<file path="src/rtl/axis_pattern_gen.sv">
// Multi-channel AXI4-Stream test-pattern source: counter, LFSR, constant and
// walking-ones data, round-robin tdest, byte-accurate packet length, gaps and stop.
module axis_pattern_gen #(
  parameter  int DATA_W = 32,
  parameter  int N_CH   = 4,
  parameter  int LEN_W  = 16,
  localparam int LANES  = DATA_W / 32,
  localparam int BYTES  = DATA_W / 8,
  localparam int DEST_W = (N_CH > 1) ? $clog2(N_CH) : 1
) (
  input  logic              clk,
  input  logic              aresetn,
  input  logic              start,
  input  logic              stop,
  input  logic [1:0]        cfg_mode,
  input  logic [LEN_W-1:0]  cfg_pkt_bytes,
  input  logic [31:0]       cfg_num_pkts,
  input  logic [7:0]        cfg_gap,
  input  logic [31:0]       cfg_const,
  output logic [DATA_W-1:0] tdata,
  output logic [BYTES-1:0]  tkeep,
  output logic              tlast,
  output logic [DEST_W-1:0] tdest,
  output logic              tvalid,
  input  logic              tready,
  output logic              busy,
  output logic              done,
  output logic [31:0]       pkts_sent
);

  typedef enum logic [1:0] {ST_IDLE, ST_SEND, ST_GAP} state_t;

  state_t              r_state, w_state_nxt;
  logic [1:0]          r_mode;
  logic [31:0]         r_const;
  logic [31:0]         r_num_pkts;
  logic [7:0]          r_gap;
  logic [7:0]          r_gap_cnt;
  logic [LEN_W-1:0]    r_beats;
  logic [LEN_W-1:0]    r_beat_idx;
  logic [BYTES-1:0]    r_last_keep;
  logic [DEST_W-1:0]   r_ch;
  logic                r_stop_pend;
  logic [31:0]         r_pkts_sent;
  logic                r_tvalid, r_tlast, r_busy, r_done;
  logic [DATA_W-1:0]   r_tdata;
  logic [BYTES-1:0]    r_tkeep;
  logic [DEST_W-1:0]   r_tdest;
  logic [23:0]         r_wcnt [N_CH];
  logic [31:0]         r_lfsr [N_CH];

  logic                w_hs, w_last_hs, w_limit, w_stop_any;
  logic                w_load, w_first, w_init, w_tvalid_nxt, w_done_nxt, w_gap_load;
  logic [LEN_W-1:0]    w_cfg_bytes, w_cfg_beats, w_rem;
  logic [BYTES-1:0]    w_cfg_keep, w_keep_sel;
  logic [LEN_W-1:0]    w_beats_sel, w_idx_nxt;
  logic                w_last_nxt;
  logic [DEST_W-1:0]   w_nch, w_src_ch;
  logic [23:0]         w_cur_w, w_nch_w, w_adv_w, w_src_w;
  logic [31:0]         w_cur_lfsr, w_nch_lfsr, w_adv_lfsr, w_src_lfsr;
  logic [1:0]          w_src_mode;
  logic [31:0]         w_src_const;
  logic [DATA_W-1:0]   w_beat_data;

  // Galois form of x^32 + x^22 + x^2 + x + 1
  function automatic logic [31:0] lfsr_step(input logic [31:0] s);
    return {1'b0, s[31:1]} ^ (s[0] ? 32'h8020_0003 : 32'h0);
  endfunction

  function automatic logic [DATA_W-1:0] gen_beat(input logic [1:0]        mode,
                                                 input logic [31:0]       cst,
                                                 input logic [DEST_W-1:0] ch,
                                                 input logic [23:0]       w,
                                                 input logic [31:0]       lfsr);
    logic [DATA_W-1:0] d;
    logic [31:0]       s;
    logic [23:0]       wi;
    d = '0;
    s = lfsr;
    for (int i = 0; i < LANES; i++) begin
      wi = w + 24'(i);
      s  = lfsr_step(s);
      case (mode)
        2'd0:    d[32*i +: 32] = {8'(ch), wi};
        2'd1:    d[32*i +: 32] = s;
        2'd2:    d[32*i +: 32] = cst;
        default: d[32*i +: 32] = 32'h1 << wi[4:0];
      endcase
    end
    return d;
  endfunction

  assign w_hs       = r_tvalid & tready;
  assign w_last_hs  = w_hs & r_tlast;
  assign w_limit    = (r_num_pkts != 32'd0) && ((r_pkts_sent + 32'd1) == r_num_pkts);
  assign w_stop_any = r_stop_pend | stop;

  assign w_cfg_bytes = (cfg_pkt_bytes == '0) ? LEN_W'(1) : cfg_pkt_bytes;
  assign w_rem       = w_cfg_bytes % LEN_W'(BYTES);
  assign w_cfg_beats = (w_cfg_bytes / LEN_W'(BYTES)) + {{(LEN_W-1){1'b0}}, (w_rem != '0)};

  always_comb begin
    w_cfg_keep = '0;
    for (int b = 0; b < BYTES; b++) w_cfg_keep[b] = (w_rem == '0) || (LEN_W'(b) < w_rem);
  end

  assign w_nch = (r_ch == DEST_W'(N_CH - 1)) ? '0 : r_ch + 1'b1;

  always_comb begin
    w_cur_w = '0; w_cur_lfsr = '0; w_nch_w = '0; w_nch_lfsr = '0;
    for (int c = 0; c < N_CH; c++) begin
      if (c == int'(r_ch)) begin
        w_cur_w    = r_wcnt[c];
        w_cur_lfsr = r_lfsr[c];
      end
      if (c == int'(w_nch)) begin
        w_nch_w    = r_wcnt[c];
        w_nch_lfsr = r_lfsr[c];
      end
    end
  end

  always_comb begin
    w_adv_lfsr = w_cur_lfsr;
    for (int j = 0; j < LANES; j++) w_adv_lfsr = lfsr_step(w_adv_lfsr);
  end
  assign w_adv_w = w_cur_w + 24'(LANES);

  // Which channel state feeds the beat about to be loaded into the output register
  always_comb begin
    w_src_ch    = r_ch;
    w_src_w     = w_cur_w;
    w_src_lfsr  = w_cur_lfsr;
    w_src_mode  = r_mode;
    w_src_const = r_const;
    if (r_state == ST_IDLE) begin
      w_src_ch    = '0;
      w_src_w     = '0;
      w_src_lfsr  = 32'h1;
      w_src_mode  = cfg_mode;
      w_src_const = cfg_const;
    end else if (r_state == ST_SEND) begin
      if (!r_tlast) begin
        w_src_w    = w_adv_w;
        w_src_lfsr = w_adv_lfsr;
      end else begin
        w_src_ch   = w_nch;
        w_src_w    = (w_nch == r_ch) ? w_adv_w    : w_nch_w;
        w_src_lfsr = (w_nch == r_ch) ? w_adv_lfsr : w_nch_lfsr;
      end
    end
  end

  assign w_beat_data = gen_beat(w_src_mode, w_src_const, w_src_ch, w_src_w, w_src_lfsr);
  assign w_beats_sel = (r_state == ST_IDLE) ? w_cfg_beats : r_beats;
  assign w_keep_sel  = (r_state == ST_IDLE) ? w_cfg_keep  : r_last_keep;
  assign w_idx_nxt   = w_first ? '0 : r_beat_idx + 1'b1;
  assign w_last_nxt  = (w_idx_nxt == w_beats_sel - 1'b1);

  always_ff @(posedge clk or negedge aresetn) begin
    if (!aresetn) r_state <= ST_IDLE;
    else          r_state <= w_state_nxt;
  end

  always_comb begin
    w_state_nxt  = r_state;
    w_load       = 1'b0;
    w_first      = 1'b0;
    w_init       = 1'b0;
    w_tvalid_nxt = r_tvalid;
    w_done_nxt   = 1'b0;
    w_gap_load   = 1'b0;
    case (r_state)
      ST_IDLE: begin
        if (start) begin
          w_state_nxt  = ST_SEND;
          w_init       = 1'b1;
          w_load       = 1'b1;
          w_first      = 1'b1;
          w_tvalid_nxt = 1'b1;
        end
      end
      ST_SEND: begin
        if (w_hs && !r_tlast) begin
          w_load = 1'b1;
        end else if (w_hs) begin
          if (w_limit) begin
            w_state_nxt  = ST_IDLE;
            w_tvalid_nxt = 1'b0;
            w_done_nxt   = 1'b1;
          end else if (w_stop_any) begin
            w_state_nxt  = ST_IDLE;
            w_tvalid_nxt = 1'b0;
          end else if (r_gap != 8'd0) begin
            w_state_nxt  = ST_GAP;
            w_tvalid_nxt = 1'b0;
            w_gap_load   = 1'b1;
          end else begin
            w_load  = 1'b1;
            w_first = 1'b1;
          end
        end
      end
      ST_GAP: begin
        if (stop) begin
          w_state_nxt = ST_IDLE;
        end else if (r_gap_cnt == 8'd1) begin
          w_state_nxt  = ST_SEND;
          w_load       = 1'b1;
          w_first      = 1'b1;
          w_tvalid_nxt = 1'b1;
        end
      end
      default: w_state_nxt = ST_IDLE;
    endcase
  end

  always_ff @(posedge clk or negedge aresetn) begin
    if (!aresetn) begin
      r_mode      <= '0;
      r_const     <= '0;
      r_num_pkts  <= '0;
      r_gap       <= '0;
      r_gap_cnt   <= '0;
      r_beats     <= '0;
      r_beat_idx  <= '0;
      r_last_keep <= '0;
      r_ch        <= '0;
      r_stop_pend <= 1'b0;
      r_pkts_sent <= '0;
      r_tvalid    <= 1'b0;
      r_tlast     <= 1'b0;
      r_busy      <= 1'b0;
      r_done      <= 1'b0;
      r_tdata     <= '0;
      r_tkeep     <= '0;
      r_tdest     <= '0;
    end else begin
      r_tvalid <= w_tvalid_nxt;
      r_done   <= w_done_nxt;
      r_busy   <= (w_state_nxt != ST_IDLE);
      if (w_init) begin
        r_mode      <= cfg_mode;
        r_const     <= cfg_const;
        r_num_pkts  <= cfg_num_pkts;
        r_gap       <= cfg_gap;
        r_beats     <= w_cfg_beats;
        r_last_keep <= w_cfg_keep;
        r_pkts_sent <= '0;
        r_stop_pend <= 1'b0;
        r_ch        <= '0;
      end else begin
        if (r_state == ST_SEND) r_stop_pend <= w_stop_any && (w_state_nxt != ST_IDLE);
        if (w_last_hs) begin
          r_pkts_sent <= r_pkts_sent + 32'd1;
          r_ch        <= w_nch;
        end
      end
      if (w_load) begin
        r_tdata    <= w_beat_data;
        r_tkeep    <= w_last_nxt ? w_keep_sel : '1;
        r_tlast    <= w_last_nxt;
        r_tdest    <= w_src_ch;
        r_beat_idx <= w_idx_nxt;
      end
      if (w_gap_load)              r_gap_cnt <= r_gap;
      else if (r_state == ST_GAP)  r_gap_cnt <= r_gap_cnt - 8'd1;
    end
  end

  // Channel state is fully re-seeded by start, so it needs no reset
  always_ff @(posedge clk) begin
    for (int c = 0; c < N_CH; c++) begin
      if (w_init) begin
        r_wcnt[c] <= '0;
        r_lfsr[c] <= 32'h1 + 32'(c);
      end else if (w_hs && (c == int'(r_ch))) begin
        r_wcnt[c] <= w_adv_w;
        r_lfsr[c] <= w_adv_lfsr;
      end
    end
  end

  assign tdata     = r_tdata;
  assign tkeep     = r_tkeep;
  assign tlast     = r_tlast;
  assign tdest     = r_tdest;
  assign tvalid    = r_tvalid;
  assign busy      = r_busy;
  assign done      = r_done;
  assign pkts_sent = r_pkts_sent;

endmodule
</file>
<file path="config.mk">
export PLATFORM = sky130hd
export DESIGN_NAME = axis_pattern_gen
export DESIGN_NICKNAME = d
export VERILOG_FILES = /design/src/rtl/axis_pattern_gen.sv
export SDC_FILE = /design/constraint.sdc
export NUM_CORES = 1
export LEC_CHECK = 0
export BUFFER_PORTS_ARGS = -buffer_cell sky130_fd_sc_hd__buf_2
export CAP_MARGIN = 0
export CORE_MARGIN = 5
export CORE_UTILIZATION = 25
export CTS_CLUSTER_DIAMETER = 150
export CTS_CLUSTER_SIZE = 8
export DETAILED_ROUTE_END_ITERATION = 8
export PLACE_DENSITY = 0.39
export SETUP_SLACK_MARGIN = 0.02
export SLEW_MARGIN = 20
export SYNTH_ARGS = -nofsm -noshare
export SYNTH_HDL_FRONTEND = slang
export SYNTH_SLANG_ARGS = --single-unit
</file>
<file path="constraint.sdc">
create_clock -name clk -period 20.6 [get_ports clk]
set_input_delay 3.09 -clock clk [delete_from_list [all_inputs] [get_ports clk]]
set_output_delay 3.09 -clock clk [all_outputs]
set_load 0.01 [all_outputs]
</file>
== Yosys cells after proc, flatten, opt, wreduce, memory -nomap -nowiden ==
Memories as Yosys holds them, arrays and structs flattened.
Index checks and enable logic that the tools add are counted.
Storage, ports and cells
  register bits after elaboration: 197
  memory bits (writable): 224
  memories kept: 2
  input bits: 95
  word-level logic and storage cells: 202
  output and inout bits: 74
Memory list
  r_lfsr: words 4, width 32, rd ports 4, clocked after Yosys merged registers in 0, write ports 4, line 50  | logic [31:0] r_lfsr [N_CH];
  r_wcnt: words 4, width 24, rd ports 4, clocked after Yosys merged registers in 0, write ports 4, line 49  | logic [23:0] r_wcnt [N_CH];
Operators by class
  muxes and demuxes: 108
  $add $sub $neg: 7
  equal/unequal tests: 21
  magnitude comparators: 4
  bitwise operators: 13
  reduce and logical (&&, ||, !) cells: 27
  shift-type cells: 1
Operators by type and width (count)
  32-bit 2-to-1 mux: 21
  24-bit 2-to-1 mux: 16
  32-bit case mux with 3 select lines: 1
  31-bit by 32-bit bitwise XOR with 32-bit output: 2
  16-bit 2-to-1 mux: 3
  1-bit 2-to-1 mux: 44
  32-bit by 1-bit adder with 32-bit output, second input constant: 1
  32-bit equality test: 1
  16-bit logical NOT: 2
  32-bit nonzero test: 1
  1-bit by 5-bit << shifter with 32-bit output, first input constant: 1
  2-bit 2-to-1 mux: 15
  24-bit by 1-bit adder with 24-bit output, second input constant: 1
  16-bit by 1-bit adder with 16-bit output, second input constant: 1
  16-bit equality test: 1
  8-bit 2-to-1 mux: 2
  16-bit nonzero test: 1
  16-bit by 1-bit subtractor with 16-bit output, second input constant: 1
  14-bit by 1-bit adder with 15-bit output: 1
  2-bit inequality test, second input constant: 5
  1-bit OR: 9
  1-bit case mux with 3 select lines: 3
  2-bit equality test, first input constant: 4
  8-bit by 1-bit equality test with 1-bit output, second input constant: 1
  other kinds (20): 43

== Depth between registers and ports, before layout ==
Gate-level depths: netlist of run 1.
  depth after elaboration: 14
  gate-level depth with buffers: 21
  mapped depth without buffers: 20

== Worst setup path after synthesis of run 1 ==
No wires, ideal clock.
  kind: input-to-reg
  start point: input tready
  end point: memory r_lfsr[1][0], enable pin
  required time: 20.053 ns
  library setup time: 0.547 ns
  path slack: 12.900 ns
  path buffers: 0
  stages: 2
  arrival time: 7.153 ns
  path through: nand2_1 -> o21ai_0
RTL lines
  start, declared: line 25  | input logic tready,
  end, declared: line 50

== Final worst setup path of run 1 ==
  start point: input cfg_pkt_bytes[12]
  end point: register r_tkeep[2] (netlist: tkeep[2])
On the way
  word-level cells in the longest chain between the ends: 8
  elaborated cells on any way between the ends: 12
  classes of those cells: add/sub: 2; order compare: 1; eq/ne: 1; mux: 4; reduce/logical: 4
Ends and longest elaborated chain
  start, declared: line 16  | input logic [LEN_W-1:0] cfg_pkt_bytes,
  16-bit logical NOT (*): line 98  | assign w_cfg_bytes = (cfg_pkt_bytes == '0) ? LEN_W'(1) : cfg_pkt_bytes;
  16-bit 2-to-1 mux (*): line 98
  16-bit nonzero test: line 100  | assign w_cfg_beats = (w_cfg_bytes / LEN_W'(BYTES)) + {{(LEN_W-1){1'b0}}, (w_rem != '0)};
  14-bit by 1-bit adder with 15-bit output (*): line 100
  net w_cfg_beats[1]: line 54  | logic [LEN_W-1:0] w_cfg_bytes, w_cfg_beats, w_rem;
  16-bit 2-to-1 mux (*): line 155  | assign w_beats_sel = (r_state == ST_IDLE) ? w_cfg_beats : r_beats;
  16-bit by 1-bit subtractor with 16-bit output (*): line 158  | assign w_last_nxt = (w_idx_nxt == w_beats_sel - 1'b1);
  16-bit equality test (*): line 158
  4-bit 2-to-1 mux (*): line 261  | r_tkeep <= w_last_nxt ? w_keep_sel : '1;
  end signal, assigned: line 261
  end, declared: line 47  | logic [BYTES-1:0] r_tkeep;
The timed path passes the listed nets; every way through them passes the cells marked *.
A chain may end at the register's enable or synchronous reset.

==> flow_metrics.env, run 1 <==
export IMPL_status="complete, no violations"
export IMPL_hold_class="flip-flop to flip-flop"
export IMPL_synthesis_nets=3050
export IMPL_die_w_um=325.9
export IMPL_slowest_delay_ns=0.63
export IMPL_crit_chain="buf_2, nor4_1, a41o_1, inv_1, ha_1, inv_1, ha_1, ha_1, mux2i_1, ha_1, nor3b_1, or3b_2, a21oi_1, nor2_1, a21boi_1, or4b_1, nor4_1, a21oi_1, a2111oi_4, a32oi_1"
export IMPL_rsz0062_at_grt="false"
export IMPL_synth_area_leaders="edfxtp_1 27%, dfrtp_1 20%, nand2_1 8.7%"
export IMPL_crit_family="simple AND/OR/NAND/NOR gates"
export IMPL_place_hpwl_mm=65.67
export IMPL_drt_iter0_markers=1961
export IMPL_layout_nets=3108
export IMPL_cts_buffer_depth=3
export IMPL_cp_max_fo=6
export IMPL_synth_lib_cells_used_distinct=92
export IMPL_slowest_stage="a2111oi_4"
export IMPL_r2r_slack_ns=14.36
export IMPL_fin_skew_ns=0.03815
export IMPL_max_freq_ghz=0.1336
export IMPL_clock_power_share_pct=24.5
export IMPL_synth_seq_cells=420
export IMPL_gp_congestion=0.8721
export IMPL_drc=0
export IMPL_cts_setup_buffers=0
export IMPL_drive_gt1_share_pct=10.78
export IMPL_finalHoldViolCount=0
export IMPL_synth_seq_area_share_pct=46.61
export IMPL_htree_levels=2
export IMPL_comb_power_share_pct=41.8
export IMPL_hold_buffers=0
export IMPL_period_share_pct=36.32
export IMPL_io_buffers=168
export IMPL_final_max_slew_violation_count=0
export IMPL_p_per_area_nw_per_um2=131.0
export IMPL_syn_area_per_cell_sq_um=8.490
export IMPL_die_area_sq_um=106200
export IMPL_fp_coreArea_sq_um=98710
export IMPL_worstSetupStartpointType="primary input"
export IMPL_synthCells=2939
export IMPL_start_util_pct=25.28
export IMPL_crit_arrival_ns=7.94
export IMPL_synth_top_flop_cell="edfxtp_1"
export IMPL_num_vias=22845
export IMPL_chipHeight_um=325.9
export IMPL_p_leak_nw=10.86
export IMPL_ir_worst_vdd_v=0.00006434
export IMPL_rows=115
export IMPL_synth_edff_count=224
export IMPL_grt_max_degree=135
export IMPL_antenna_found_initial=12
export IMPL_num_io_pins=169
export IMPL_path_clk_slew_ns=0.05
export IMPL_design_area_sq_um=28720
export IMPL_yosysWarnings=0
export IMPL_synth_top_area_share_pct=26.96
export IMPL_ctsRootBufferMaster="clkbuf_16"
export IMPL_cts_tree="built"
export IMPL_area_growth_synth_to_final_pct=15.09
export IMPL_synthArstFlopShare_pct=46.67
export IMPL_wl_per_cell_um=23.49
export IMPL_grt_pass1_wl_mm=150.1
export IMPL_synth_largest_area_cell="edfxtp_1"
export IMPL_antenna_left=0
export IMPL_clkLatencyLatePin_ns=0.64
export IMPL_grt_pass1_vias=22350
export IMPL_cts_sinks=420
export IMPL_wl_mm=101.6
export IMPL_synth_cell_area_sq_um=24950
export IMPL_netSwitchingPower_mw=1.626
export IMPL_worst_path_buf_inv=3
export IMPL_ctsResizeCount=0
export IMPL_critPathCaptureType="flip-flop"
export IMPL_cap_violations=0
export IMPL_fin_crit_ns=7.483
export IMPL_holdWs_ns=0.4689
export IMPL_tightest_slew_ns=1.120
export IMPL_crit_type="primary input to flip-flop"
export IMPL_postPlaceCellArea_sq_um=27030
export IMPL_p_int_mw=2.136
export IMPL_slew_headroom_pct=25.30
export IMPL_p_sw_share_pct=43.22
export IMPL_required_ns=21.05
export IMPL_crit_path_frequent_cell="ha_1"
export IMPL_cts_buffers=58
export IMPL_final_setup_viol_count=0
export IMPL_tns_ns=0
export IMPL_grtUsageTotal_pct=18.49
export IMPL_dr_pass1_iters=5
export IMPL_drt_vias_per_instance=5.281
export IMPL_power_frac_seq_pct=33.7
export IMPL_overflow=0
[power groups by stage]
stage	Combinational (mW)	Clock, mW	Sequential (mW)
global placement	1.55	0	1.28
global route	1.72	0.977	1.29
floorplan	0.988	0	1.23
detailed placement	1.56	0	1.28
CTS	1.57	0.947	1.27
finish	1.57	0.920	1.27
[cell families after synthesis]
group                    Yosys count  share of synthesized area (%)
AND/OR/NAND/NOR                 1402                          24.74
AO/OA/AOI/OAI                    693                          17.70
flip-flops                       420                          46.61
buffers and inverters            240                          3.836
XOR/XNOR                         138                          5.064
multiplexers                      29                          1.213
adder cells (fa/ha/maj)           17                         0.8424
[worst paths after layout]
check,start,to,depth (start not counted)
max,cfg_pkt_bytes[12],tkeep[2]$_DFFE_PN0P_,20
min,r_last_keep[0]$_DFFE_PN0P_,r_last_keep[0]$_DFFE_PN0P_,1
max reg2reg,r_ch[1]$_DFFE_PN0P_,tdata[19]$_DFFE_PN0P_,14
min reg2reg,r_last_keep[0]$_DFFE_PN0P_,r_last_keep[0]$_DFFE_PN0P_,1
max in group asynchronous,aresetn,r_const[26]$_DFFE_PN0P_,3
min in group asynchronous,aresetn,r_beats[7]$_DFFE_PN0P_,1
[flip-flops by register name, summed over array words and instances (netlist names)]
register	count
r_lfsr	128
r_wcnt	96
pkts_sent	32
r_const	32
r_num_pkts	32
tdata	32
r_beat_idx	16
r_beats	15
r_gap	8
r_gap_cnt	8
r_last_keep	4
tkeep	4
r_ch	2
r_mode	2
r_state	2
tdest	2
busy	1
done	1
r_stop_pend	1
tlast	1
tvalid	1
[cell usage in the layout, fill, tap and decap left out, drive strengths merged, types with 19 or more instances in the layout]
| cell type | instances |
|---|---|
| a211oi | 34 |
| a21oi | 224 |
| a221o | 30 |
| a221oi | 34 |
| and3 | 21 |
| buf | 206 |
| clkbuf | 93 |
| dfrtp | 196 |
| edfxtp | 224 |
| inv | 31 |
| mux2i | 19 |
| nand2 | 576 |
| nand3 | 58 |
| nand3b | 23 |
| nand4 | 40 |
| nor2 | 479 |
| nor2b | 23 |
| nor3 | 60 |
| nor4 | 31 |
| o211ai | 20 |
| o21ai | 185 |
| o22ai | 25 |
| or3 | 26 |
| xnor2 | 69 |
| xor2 | 65 |
[cell usage after synthesis, types with 39 or more instances]
master,number
o21ai_0,180
nor3_1,60
nand4_1,39
dfrtp_1,196
edfxtp_1,224
xnor2_1,69
a21oi_1,224
nand2_1,576
nor2_1,479
nand3_1,58
clkbuf_1,139
xor2_1,65
[metrics by stage]
stage	instances	util, %	power (mW)	worst slack, ns
after floorplan	2939	-	2.219	12.90
after global placement	4224	27.38	2.831	12.63
after detailed placement	4224	27.38	2.845	12.57
after CTS	4319	29.06	3.785	13.22
after global routing	4321	29.08	3.992	12.78
final	4326	29.09	3.762	13.12
[metal layers]
layer	vias to the layer above	part of all wire, %	GRT usage, %	routed length (um)
met5	-	0.089	0.6341	90
met4	2	3.4	6.241	3446
met3	150	6.9	3.630	7002
met2	791	45	29.35	45700
met1	11334	45	25.28	45380
li1	10568	-	-	-
[cell type report]
type,instances,area [sq um]
diodes,7,17.52
clock buffers,93,1625
clock inverters,2,35.03
fillers,10572,69990
inverters,32,120.1
multi-input cells,2279,12520
flip-flops and latches,420,11630
well taps,1287,1610
repair buffers,206,1156
Note: power is estimated with default switching activity, not from simulation.
==> run 2, diff against run 1 <==
- ABC_AREA: default -> 1
- clock period: 20.6 -> 7.1 ns (I/O delays scaled with it)
==> flow_metrics.env, run 2 <==
export IMPL_final_setup_viol_count=0
export IMPL_drc=0
export IMPL_fin_crit_ns=4.787
export IMPL_ctsRootBufferMaster="clkbuf_16"
export IMPL_hold_class="primary input to asynchronous set/reset pin"
export IMPL_synth_xor_area_share_pct=2.092
export IMPL_place_hpwl_mm=69.36
export IMPL_synth_seq_cells=420
export IMPL_yosys_top_cells_count="824 x nand2_1, 455 x nor2_1, 374 x o21ai_0"
export IMPL_drt_vias_per_instance=4.879
export IMPL_cts_buffers=58
export IMPL_synthArstFlopShare_pct=46.67
export IMPL_grt_pass1_wl_mm=151.9
export IMPL_synth_area_leaders="edfxtp_1 27%, dfrtp_1 19%, nand2_1 12%"
export IMPL_post_synth_and_or_nand_nor_area_fraction_pct=25.44
export IMPL_synthAdderAreaFrac_pct=0.7951
export IMPL_num_io_pins=169
export IMPL_wl_per_cell_um=21.65
export IMPL_die_area_sq_um=107200
export IMPL_cts_setup_buffers=0
export IMPL_synth_lib_cells_used_distinct=56
export IMPL_cts_tree="built"
export IMPL_cts_buffer_depth=3
export IMPL_p_per_area_nw_per_um2=334.8
export IMPL_layout_commonest_cell="nand2_1"
export IMPL_syn_area_per_cell_sq_um=7.574
export IMPL_max_freq_ghz=0.2089
export IMPL_layout_nets=3536
export IMPL_largest_registers="r_lfsr (128), r_wcnt (96)"
export IMPL_top_layer_used="met5"
export IMPL_regMostFlops="r_lfsr"
export IMPL_chipHeight_um=327.3
export IMPL_hold_buffers=0
export IMPL_rsz0062_at_grt="false"
export IMPL_finalHoldViolCount=0
export IMPL_path_clk_slew_ns=0.06
export IMPL_status="complete, no violations"
export IMPL_final_max_slew_violation_count=0
export IMPL_p_leak_nw=12.50
export IMPL_die_w_um=327.3
export IMPL_drt_iter0_markers=1673
export IMPL_synth_most_common_cell="nand2_1"
export IMPL_htree_levels=2
export IMPL_slew_headroom_pct=27.53
export IMPL_grt_pass1_vias=22798
export IMPL_clkLatencyLatePin_ns=0.64
export IMPL_synthCells=3324
export IMPL_antenna_left=0
export IMPL_wl_met3_mm=5.176
export IMPL_grtUsageTotal_pct=18.67
export IMPL_ctsResizeCount=0
export IMPL_wl_mm=103.0
export IMPL_final_cell_mix="821 x nand2_1, 450 x nor2_1, 370 x o21ai_0"
export IMPL_drive_gt1_share_pct=10.32
export IMPL_synth_top_family_by_area="simple AND/OR/NAND/NOR gates"
export IMPL_critPathCaptureType="flip-flop"
export IMPL_grt_max_degree=91
export IMPL_period_share_pct=67.43
export IMPL_rows=116
export IMPL_area_growth_synth_to_final_pct=15.53
export IMPL_worstSetupStartpointType="flip-flop"
export IMPL_synth_seq_area_share_pct=46.20
export IMPL_synthesis_nets=3435
export IMPL_tns_ns=0
export IMPL_cp_max_fo=77
export IMPL_synth_cell_area_sq_um=25180
export IMPL_nFillCells=10989
export IMPL_synth_edff_count=224
export IMPL_wl_met1_mm=47.15
export IMPL_wl_met2_mm=47.14
export IMPL_antenna_found_initial=2
export IMPL_fp_coreArea_sq_um=100000
export IMPL_crit_arrival_ns=5.29
export IMPL_io_buffers=168
export IMPL_tightest_slew_ns=1.083
export IMPL_num_vias=23210
export IMPL_yosysWarnings=0
export IMPL_synth_top_area_share_pct=26.72
export IMPL_start_util_pct=25.18
export IMPL_synthMuxAreaShare_pct=0.3181
export IMPL_required_ns=7.60
export IMPL_crit_type="flip-flop to flip-flop"
export IMPL_cts_sinks=420
export IMPL_gp_congestion=0.8717
export IMPL_synth_largest_area_cell="edfxtp_1"
export IMPL_synth_top_flop_cell="edfxtp_1"
export IMPL_power_total_mw=9.739
export IMPL_fin_skew_ns=0.03641
export IMPL_cap_violations=0
export IMPL_dr_pass1_iters=5
export IMPL_synth_compound_area_share_pct=17.21
export IMPL_ir_worst_vdd_v=0.0001726
export IMPL_largest_reg_flops=128
export IMPL_overflow=0
## run 2: cell families after synthesis
group	after synthesis
compound gates	761
flops	420
fa+ha+maj	16
mux	8
buf+inv	519
simple gates	1543
xor+xnor	57
## run 2: path summary, 6_finish.rpt
check / startpoint / to / slack, ns / cells past startpoint
setup reg to reg: r_ch[0]$_DFFE_PN0P_ / tdata[21]$_DFFE_PN0P_ / 2.31 / 15
setup / recovery: r_ch[0]$_DFFE_PN0P_ / tdata[21]$_DFFE_PN0P_ / 2.31 / 15
min in group clk: r_mode[1]$_DFFE_PN0P_ / r_mode[1]$_DFFE_PN0P_ / 0.48 / 2
hold reg to reg: r_mode[1]$_DFFE_PN0P_ / r_mode[1]$_DFFE_PN0P_ / 0.48 / 2
max in group asynchronous: aresetn / r_const[13]$_DFFE_PN0P_ / 5.24 / 2
hold / removal: aresetn / r_beats[13]$_DFFE_PN0P_ / 0.46 / 1
## run 2: cell type report
| type | count | area [sq um] | area share [%] |
|---|---|---|---|
| Multi-Input combinational cell | 2385 | 11670 | 40.11 |
| Sequential cell | 420 | 11630 | 39.99 |
| Tap cell | 1298 | 1624 | 5.584 |
| Clock buffer | 91 | 1597 | 5.489 |
| Inverter | 342 | 1287 | 4.427 |
| Timing Repair Buffer | 218 | 1239 | 4.259 |
| Clock inverter | 2 | 38.79 | 0.1334 |
| Antenna cell | 1 | 2.502 | 0.008604 |
## run 2: worst max-delay path, cell delays in order (launching register included)
cell	delay (ns)
dfrtp_1	0.45
inv_1	0.25
ha_4	0.48
buf_4	0.46
buf_4	0.74
a21oi_1	0.09
nand2_1	0.11
o211ai_1	0.10
o21ai_2	0.22
xnor2_1	0.29
o21ai_0	0.12
o21ai_0	0.36
inv_1	0.12
or2_2	0.31
a32oi_1	0.36
a31oi_1	0.13
## run 2: through the flow
stage	utilization [%]	setup slack, ns	instances	hold slack (ns)	area, sq um
final	29.09	2.313	4757	0.4573	29090
after global routing	29.09	1.749	4757	0.4922	29090
after CTS	29.08	2.371	4756	0.4707	29080
after detailed placement	27.45	2.163	4663	0.4590	27450
after global placement	27.45	2.177	4663	0.4573	27450
after floorplan	-	0.7331	3324	0.4403	25180
## run 2: per-layer routing
layer	vias up	GRT usage, %
met5	-	0
li1	11287	-
met4	2	6.206
met3	149	2.905
met2	637	30.60
met1	11135	25.30
## run 2: power by group
group	total [mW]	internal (mW)	switching, mW
Combinational	3.56	1.03	2.53
Sequential	3.50	3.11	0.385
Clock	2.68	1.55	1.14
